<file path="src/rtl/ppu_pkg.sv">
// Shared PPU definitions: access FSM states, address-space decode bounds and
// CPU-visible register indices.
package ppu_pkg;

    localparam int unsigned ADDR_W = 14;

    localparam logic [ADDR_W-1:0] CHR_TOP  = 14'h1FFF;
    localparam logic [ADDR_W-1:0] PAL_BASE = 14'h3F00;

    localparam logic [2:0] REG_STATUS = 3'd2;
    localparam logic [2:0] REG_ADDR   = 3'd6;
    localparam logic [2:0] REG_DATA   = 3'd7;

    typedef enum logic [1:0] {
        StIdle,
        StWrIssue,
        StRdIssue,
        StRdWait
    } state_e;

endpackage

</file>
<file path="src/rtl/ppu_palette_ram.sv">
// 32x6 palette RAM with the backdrop aliasing ($3F10/14/18/1C -> $3F00/04/08/0C)
// and an asynchronous read port.
module ppu_palette_ram (
    input  logic       clk,
    input  logic       rst_n,
    input  logic       we,
    input  logic [4:0] addr,
    input  logic [5:0] wdata,
    output logic [5:0] rdata
);

    logic [4:0] idx;
    logic [5:0] mem_q [32];

    assign idx = (addr[1:0] == 2'b00) ? {1'b0, addr[3:0]} : addr;

    always_ff @(posedge clk or negedge rst_n) begin
        if (!rst_n) begin
            for (int i = 0; i < 32; i++) begin
                mem_q[i] <= '0;
            end
        end else if (we) begin
            mem_q[idx] <= wdata;
        end
    end

    assign rdata = mem_q[idx];

endmodule

</file>
<file path="src/rtl/ppu_vram_port.sv">
// CPU-facing PPUADDR/PPUDATA port: two-write address latch, buffered $2007 reads,
// auto-increment and nametable mirroring. Palette RAM is built with PPU_PALETTE_EN.
module ppu_vram_port
    import ppu_pkg::*;
#(
    parameter int unsigned READ_LATENCY = 1
) (
    input  logic        ppu_clk_in,
    input  logic        ppu_reset_n_in,
    input  logic [2:0]  reg_addr_in,
    input  logic        cpu_read_in,
    input  logic        cpu_write_in,
    input  logic [7:0]  cpu_data_in,
    output logic [7:0]  cpu_data_out,
    input  logic        vram_inc32_in,
    input  logic        mirror_vertical_in,
    output logic        busy_out,
    output logic        vram_enable_out,
    output logic        vram_read_out,
    output logic        vram_write_out,
    output logic        cart_address_out,
    output logic [9:0]  vram_address_out,
    output logic [7:0]  vram_data_out,
    input  logic [7:0]  vram_data_in,
    output logic        chr_read_out,
    output logic        chr_write_out,
    output logic [12:0] chr_address_out,
    output logic [7:0]  chr_data_out,
    input  logic [7:0]  chr_data_in
);

    localparam logic [1:0] LAST_WAIT = 2'(READ_LATENCY - 1);

    state_e            state_q, state_d;
    logic [1:0]        cnt_q, cnt_d;
    logic [ADDR_W-1:0] v_q, v_d;
    logic [5:0]        t_hi_q;
    logic              w_q, inc_q, tgt_chr_q, addr_set_q;
    logic [7:0]        rbuf_q;

    logic wr_addr, rd_status, wr_data, rd_data, idle;
    logic acc_wr, acc_rd, ext_issue, v_load, do_inc, capture, is_chr, pal_hit;
    logic [ADDR_W-1:0] step;

    assign wr_addr   = cpu_write_in && (reg_addr_in == REG_ADDR);
    assign rd_status = cpu_read_in && (reg_addr_in == REG_STATUS);
    assign wr_data   = cpu_write_in && (reg_addr_in == REG_DATA);
    assign rd_data   = cpu_read_in && (reg_addr_in == REG_DATA);
    assign idle      = (state_q == StIdle);
    assign busy_out  = !idle;
    assign acc_wr    = idle && wr_data;
    assign acc_rd    = idle && rd_data && !wr_data;
    assign is_chr    = (v_q <= CHR_TOP);
    assign v_load    = wr_addr && w_q;
    assign step      = inc_q ? 14'd32 : 14'd1;
    // A $2006 load during an access supersedes that access's increment.
    assign do_inc    = ((state_q == StWrIssue) || capture) && !addr_set_q;
    // Palette reads still fetch the underlying nametable byte into the buffer.
    assign ext_issue = acc_rd || (acc_wr && !pal_hit);

`ifdef PPU_PALETTE_EN
    logic [5:0] pal_rdata;

    assign pal_hit      = (v_q >= PAL_BASE);
    assign cpu_data_out = pal_hit ? {2'b00, pal_rdata} : rbuf_q;

    ppu_palette_ram u_palette (
        .clk   (ppu_clk_in),
        .rst_n (ppu_reset_n_in),
        .we    (acc_wr && pal_hit),
        .addr  (v_q[4:0]),
        .wdata (cpu_data_in[5:0]),
        .rdata (pal_rdata)
    );
`else
    assign pal_hit      = 1'b0;
    assign cpu_data_out = rbuf_q;
`endif

    always_comb begin
        state_d = state_q;
        cnt_d   = cnt_q;
        capture = 1'b0;
        unique case (state_q)
            StIdle: begin
                if (acc_wr) begin
                    state_d = StWrIssue;
                end else if (acc_rd) begin
                    state_d = StRdIssue;
                end
            end
            StWrIssue: state_d = StIdle;
            StRdIssue: begin
                state_d = StRdWait;
                cnt_d   = '0;
            end
            StRdWait: begin
                if (cnt_q == LAST_WAIT) begin
                    capture = 1'b1;
                    state_d = StIdle;
                end else begin
                    cnt_d = cnt_q + 2'd1;
                end
            end
            default: state_d = StIdle;
        endcase
    end

    always_comb begin
        v_d = v_q;
        if (v_load) begin
            v_d = {t_hi_q, cpu_data_in};
        end else if (do_inc) begin
            v_d = v_q + step;
        end
    end

    always_ff @(posedge ppu_clk_in or negedge ppu_reset_n_in) begin
        if (!ppu_reset_n_in) begin
            state_q <= StIdle;
            cnt_q   <= '0;
        end else begin
            state_q <= state_d;
            cnt_q   <= cnt_d;
        end
    end

    always_ff @(posedge ppu_clk_in or negedge ppu_reset_n_in) begin
        if (!ppu_reset_n_in) begin
            v_q              <= '0;
            t_hi_q           <= '0;
            w_q              <= 1'b0;
            rbuf_q           <= '0;
            inc_q            <= 1'b0;
            tgt_chr_q        <= 1'b0;
            addr_set_q       <= 1'b0;
            vram_enable_out  <= 1'b0;
            vram_read_out    <= 1'b0;
            vram_write_out   <= 1'b0;
            cart_address_out <= 1'b0;
            vram_address_out <= '0;
            vram_data_out    <= '0;
            chr_read_out     <= 1'b0;
            chr_write_out    <= 1'b0;
            chr_address_out  <= '0;
            chr_data_out     <= '0;
        end else begin
            v_q <= v_d;
            if (wr_addr) begin
                w_q <= !w_q;
                if (!w_q) begin
                    t_hi_q <= cpu_data_in[5:0];
                end
            end else if (rd_status) begin
                w_q <= 1'b0;
            end

            if (acc_wr || acc_rd) begin
                addr_set_q <= 1'b0;
                inc_q      <= vram_inc32_in;
                tgt_chr_q  <= is_chr;
            end else if (v_load && !idle) begin
                addr_set_q <= 1'b1;
            end

            if (capture) begin
                rbuf_q <= tgt_chr_q ? chr_data_in : vram_data_in;
            end

            vram_enable_out <= 1'b0;
            vram_read_out   <= 1'b0;
            vram_write_out  <= 1'b0;
            chr_read_out    <= 1'b0;
            chr_write_out   <= 1'b0;
            if (ext_issue) begin
                if (is_chr) begin
                    chr_read_out    <= acc_rd;
                    chr_write_out   <= acc_wr;
                    chr_address_out <= v_q[12:0];
                    if (acc_wr) begin
                        chr_data_out <= cpu_data_in;
                    end
                end else begin
                    vram_enable_out  <= 1'b1;
                    vram_read_out    <= acc_rd;
                    vram_write_out   <= acc_wr;
                    vram_address_out <= v_q[9:0];
                    cart_address_out <= mirror_vertical_in ? v_q[10] : v_q[11];
                    if (acc_wr) begin
                        vram_data_out <= cpu_data_in;
                    end
                end
            end
        end
    end

endmodule
</file>
<file path="config.mk">
export PLATFORM = sky130hd
export DESIGN_NAME = ppu_vram_port
export DESIGN_NICKNAME = d
export VERILOG_FILES = /design/src/rtl/ppu_pkg.sv /design/src/rtl/ppu_palette_ram.sv /design/src/rtl/ppu_vram_port.sv
export SDC_FILE = /design/constraint.sdc
export NUM_CORES = 1
export LEC_CHECK = 0
export CORE_UTILIZATION = 53
export DETAILED_ROUTE_END_ITERATION = 10
export GPL_TIMING_DRIVEN = 0
export PLACE_DENSITY = 0.85
export REMOVE_ABC_BUFFERS = 1
export SETUP_SLACK_MARGIN = 0.15
export SLEW_MARGIN = 20
export SYNTH_ARGS = -nofsm -noshare
export SYNTH_HDL_FRONTEND = slang
export SYNTH_SLANG_ARGS = --single-unit
</file>
<file path="constraint.sdc">
create_clock -name ppu_clk_in -period 5.2 [get_ports ppu_clk_in]
set_input_delay 1.04 -clock ppu_clk_in [delete_from_list [all_inputs] [get_ports ppu_clk_in]]
set_output_delay 1.04 -clock ppu_clk_in [all_outputs]
set_load 0.02 [all_outputs]
</file>
Yosys cells after proc, flatten, opt, wreduce, memory -nomap -nowiden
Cells that the tools add are included.
- shifts and indexed selects: 0
- order comparisons: 1
- div/mod/pow operators: 0
- eq/ne operators: 9
- add/subtract/negate cells: 2
- reductions and logical operators: 29
- muxes and demuxes: 27
- bitwise gates (word level): 2
- $mul: 0
- operator list (kind ; number):
    two-way mux 14 bit ; 2
    two-way mux 1 bit ; 17
    adder 14 x 6 -> 14 bit ; 1
    less-or-equal comparator 14 x 13 -> 1 bit, second input constant ; 1
    logical AND 1 bit ; 10
    AND reduction 2 bit ; 5
    two-way mux 2 bit ; 4
    two-way mux 8 bit ; 1
    case mux 2 bit (4 select lines) ; 1
    nonzero test 2 bit ; 4
    == test 3 bit, second input constant ; 2
    two-way mux 6 bit ; 1
    AND reduction 3 bit ; 2
    == test 2 bit, second input constant ; 2
    zero test 1 bit ; 4
    zero test 2 bit ; 2
    inequality test 2 bit, second input constant ; 2
    case mux 2 bit (2 select lines) ; 1
    == test 3 x 2 -> 1 bit, second input constant ; 1
    inequality test 3 x 1 -> 1 bit, second input constant ; 1
    adder 2 x 1 -> 2 bit, second input constant ; 1
    == test 2 x 1 -> 1 bit, second input constant ; 1
    logical OR 1 bit ; 2
    inverter 1 bit ; 2
- latch bits: 0
- bits in registers: 81
- RAM bits: 0
- memories kept: 0
- input bits: 33
- word-level logic and storage cells: 89
- memory bits (read-only): 0

Longest topological paths before layout
- depth in word-level cells: 7
- gate-level depth with buffers: 8
- mapped depth without buffers: 6

Worst setup path after synthesis
Ideal clock, no wire load.
- kind: input to register
- start: in cpu_write_in
- end: reg t_hi_q[0]
- buffers on the path: 2
- setup time: 125 ps
- stages: 5
- setup slack: 2898 ps
- arrival time: 2178 ps
- path through: clkbuf_1 and4b_1 nor2b_1 clkbuf_1 mux2_2
- cells in the longest elaborated chain, start to end: 2
- RTL lines (what ; line ; text):
    start: declaration ; ppu_vram_port.sv:12 ; input logic cpu_write_in,
    logical AND 1 bit ; ppu_vram_port.sv:45 ; assign wr_addr = cpu_write_in && (reg_addr_in == REG_ADDR);
    AND reduction 2 bit (no source line) ; -- ;
    end signal: assignment ; ppu_vram_port.sv:152 ; t_hi_q <= cpu_data_in[5:0];
    end: declaration ; ppu_vram_port.sv:37 ; logic [5:0] t_hi_q;
No other way between the ends.
A chain may end at the register's enable or synchronous reset.

Worst setup path in the final report
- start: in reg_addr_in[2]
- end: reg chr_address_out[5]
- cells in the longest elaborated chain, start to end: 6
- elaborated cells between the ends (all ways): 9
- those cells by class: 1 x eq/ne; 8 x reduce/logical
- RTL lines (what ; line ; text):
    start: declaration ; ppu_vram_port.sv:10 ; input logic [2:0] reg_addr_in,
    == test 3 bit * ; ppu_vram_port.sv:47, ppu_vram_port.sv:48 ;
    logical AND 1 bit (on tied branches) ; ppu_vram_port.sv:48, ppu_vram_port.sv:47 ;
    logical AND 1 bit / zero test 1 bit (equally long branches) ; ppu_vram_port.sv:52 ; assign acc_rd = idle && rd_data && !wr_data;
    logical AND 1 bit ; ppu_vram_port.sv:52 ;
    logical OR 1 bit * ; ppu_vram_port.sv:59 ; assign ext_issue = acc_rd || (acc_wr && !pal_hit);
    AND reduction 2 bit (no source line) * ; -- ;
    end signal: assignment ; ppu_vram_port.sv:179 ; chr_address_out <= v_q[12:0];
    end: declaration ; ppu_vram_port.sv:27 ; output logic [12:0] chr_address_out,
Mark *: on every way between the ends. The rest lies on a longest branch, timed or not.

==> flow_summary_export.csv <==
group,metric,value,unit
outcome,status,"finished, violations left",
outcome,violations,"DRC",
final_layout,stdcell_count,454,
drt,dr.first_iter.drc_count,183,
power,p_sw,1.064,mW
drt,ant_nets,0,
final_layout,area_growth_syn_to_layout,29.84,%
final_layout,fin_nets,409,
timing,finalMaxSlewViolations,0,
yosys,netlist_area,0.003602,mm2
critical_path,crit_type,"input port to flip-flop",
power,internal-power,1.733,mW
timing,hold_viol,0,
yosys,synth_area_leaders,"dfrtp_1 (56%), mux2_2 (11%), mux2_4 (3.3%), mux2i_1 (3.1%), o21ai_0 (2.8%)",
yosys,ys_warn_count,0,
drt,wl_per_cell,15.97,um
power,p_leak,2.054,nW
yosys,synthCells,287,
critical_path,cp_max_fo,13,
critical_path,end_kind,"flip-flop",
drt,routed_wl,7.251,mm
drt,num_vias,2504,
yosys,synth.top_cell.area_share,56.27,%
critical_path,crit_required,5.45,ns
global_routing,grt_max_degree,49,
timing,setup_violations,0,
clock_tree,clockRootBuffer,"clkbuf_8",
floorplanning,start_util,55.77,%
yosys,synthFlopType,"dfrtp_1",
floorplanning,die_x,84.44,um
placed_design,place_area,0.004494,mm2
timing,skew,0.007337,ns
power,p_per_area,597.9,mW/mm2
drt,drc,3,
global_routing,grt_pass1_vias,2606,
final_layout,final_area,0.004677,mm2
power,switching_share,38.05,%
power,ir_drop,0.3576,mV
floorplanning,rows,29,
yosys,synth_seq_cells,81,
yosys,yosysSeqAreaShare,56.27,%
hold_path,hp-class,"flip-flop to flip-flop",
timing,setup-tns-final,0,ns
run,maxCapViolCount,0,
timing,rsz0062_at_grt,"false",
yosys,synth_edf_count,0,
global_routing,track_usage,22.37,%
critical_path,crit_path_start_kind,"input port",
yosys,yosysUniqueCellTypes,43,
power,comb_power_share,43.7,%
timing,fmax,350.9,MHz
placed_design,port_buffers,86,
clock_tree,hold_buffers,0,
final_layout,antenna_cells,0,
timing,worst_pin_slew,0.9751,ns
clock_tree,cts_made_buffers,9,
global_routing,grt_overflow,0,
floorplanning,die_area,0.007130,mm2
floorplanning,core-area,0.006459,mm2
floorplanning,die_y,84.44,um
power,power_frac_seq,41.0,%
clock_tree,cts_buffer_depth,2,
yosys,synth_common_cells,"dfrtp_1 (81), mux2_2 (34), nand2_1 (26)",
floorplanning,io_pins,87,
placed_design,place_hpwl,5.114,mm
power,power_frac_clock,15.3,%
timing,layout_min_cycle_time,2.850,ns
timing,period_share,54.80,%
placed_design,post-place-cells,438,
clock_tree,post-cts-setup-buffer-count,0,
drt,avgViaCountPerCell,5.515,
global_routing,antenna_found_initial,0,
critical_path,cp_slowest_cell,"nor4_4",
yosys,synth.avg_cell_area,12.55,um2
clock_tree,clk_latency,0.36,ns
critical_path,arrival,3.10,ns
clock_tree,clock_sinks,81,
final_layout,fill_cells,457,
clock_tree,cts_tree,"yes",
global_routing,grt_pass1_wl,12.32,mm
placed_design,gp_congestion,0.8059,
yosys,postSynth.asyncResetShare,100.0,%
timing,slew_headroom,34.50,%
clock_tree,htreeDepth,3,
clock_tree,cts_resized,0,
critical_path,crit_chain,"clkdlybuf4s50_1, nand3_1, nor4_4, mux2_2",
drt,firstDrtPassIters,9,
clock_tree,clk_pin_slew,0.09,ns
critical_path,cp_slowest_stage_delay,0.87,ns
final_layout,drive_gt1_share,18.04,%
yosys,synth.most_common_cell,"dfrtp_1",
yosys,yosys.area.top_type,"dfrtp_1",
[cell families after synthesis]
group	synth area share (%)
flip-flops	56.27
multiplexers	18.90
XOR/XNOR	0.7296
adder cells (fa/ha/maj)	1.389
buffers and inverters	3.543
AND/OR/NAND/NOR	11.88
AO/OA/AOI/OAI	7.294
[path summary, 6_finish.rpt]
check                                             from                        endpoint  slack [ns]  depth (start not counted)
min reg2reg                cpu_data_out[2]$_DFFE_PN0P_     cpu_data_out[2]$_DFFE_PN0P_        0.48                          2
max in group asynchronous               ppu_reset_n_in              v_q[0]$_DFFE_PN0P_        4.00                          2
min                        cpu_data_out[2]$_DFFE_PN0P_     cpu_data_out[2]$_DFFE_PN0P_        0.48                          2
max reg2reg                     state_q[1]$_DFFE_PN0P_  chr_address_out[5]$_DFFE_PN0P_        2.97                          3
max                                     reg_addr_in[2]  chr_address_out[5]$_DFFE_PN0P_        2.35                          4
min in group asynchronous               ppu_reset_n_in        vram_write_out$_DFF_PN0_        0.62                          1
[registers in the layout, indices dropped and copies added (netlist names)]
signal,cells
addr_set_q,1
cart_address_out,1
chr_address_out,13
chr_data_out,8
chr_read_out,1
chr_write_out,1
cnt_q,2
cpu_data_out,8
inc_q,1
state_q,2
t_hi_q,6
tgt_chr_q,1
v_q,14
vram_address_out,10
vram_data_out,8
vram_enable_out,1
vram_read_out,1
vram_write_out,1
w_q,1
[metrics by stage]
stage | hold slack, ns | total power, mW | utilization (%) | setup slack, ns
floorplan | 0.4814 | 1.806 | - | 2.843
global placement | 0.4630 | 2.327 | 69.20 | 0.3267
detailed placement | 0.4709 | 2.376 | 69.59 | 1.944
CTS | 0.4911 | 2.816 | 72.41 | 2.350
global route | 0.5214 | 2.966 | 72.41 | 2.261
finish | 0.4834 | 2.797 | 72.41 | 2.350
[layer usage]
metal  track usage (%)  wire, um  vias up
li1                  -         -     1190
met5                 0         0        -
met1             28.64      3142     1209
met3             6.981       502        8
met2             36.14      3516       97
met4             8.320        89        0
[power groups by stage]
| stage | registers (mW) | clock network (mW) | logic (mW) |
|---|---|---|---|
| global route | 1.19 | 0.466 | 1.31 |
| detailed placement | 1.15 | 0 | 1.22 |
| floorplan | 1.34 | 0 | 0.463 |
| CTS | 1.14 | 0.440 | 1.23 |
| finish | 1.15 | 0.429 | 1.22 |
| global placement | 1.14 | 0 | 1.19 |
[area by class of cell]
type | count | area (um2) | share of cell area [%]
Clock buffer | 9 | 123.9 | 2.648
Clock inverter | 7 | 58.81 | 1.257
Timing Repair Buffer | 87 | 885.9 | 18.94
Sequential cell | 81 | 2027 | 43.34
Inverter | 10 | 37.54 | 0.8026
Multi-Input combinational cell | 183 | 1448 | 30.95
Tap cell | 77 | 96.34 | 2.060
[placed cells by master (no fill, tap or decap), types with 2 or more instances in the layout]
cell             instances
nor2_1                  11
nor2b_1                  2
a31oi_1                 10
dfrtp_1                 81
clkinvlp_4               2
xor2_1                   2
clkdlybuf4s50_1         85
ha_1                     4
clkbuf_8                 9
nand4_1                  2
inv_6                    4
a22o_1                   2
mux2_2                  34
mux2_4                   8
nand2_1                 26
nand3_1                  6
or4_1                    5
or3_1                    3
mux2_1                   6
and3_1                   3
and2b_1                  2
mux2i_1                 11
o31ai_1                  6
o21ai_0                 20
inv_1                   10
and2_1                   2
[critical path, delay by kind of cell]
family | cells | cell delay, ns
buf+inv | 1 | 0.52
mux | 1 | 0.42
simple gates | 2 | 1.11
No activity file was read; power rests on OpenSTA's default activity.
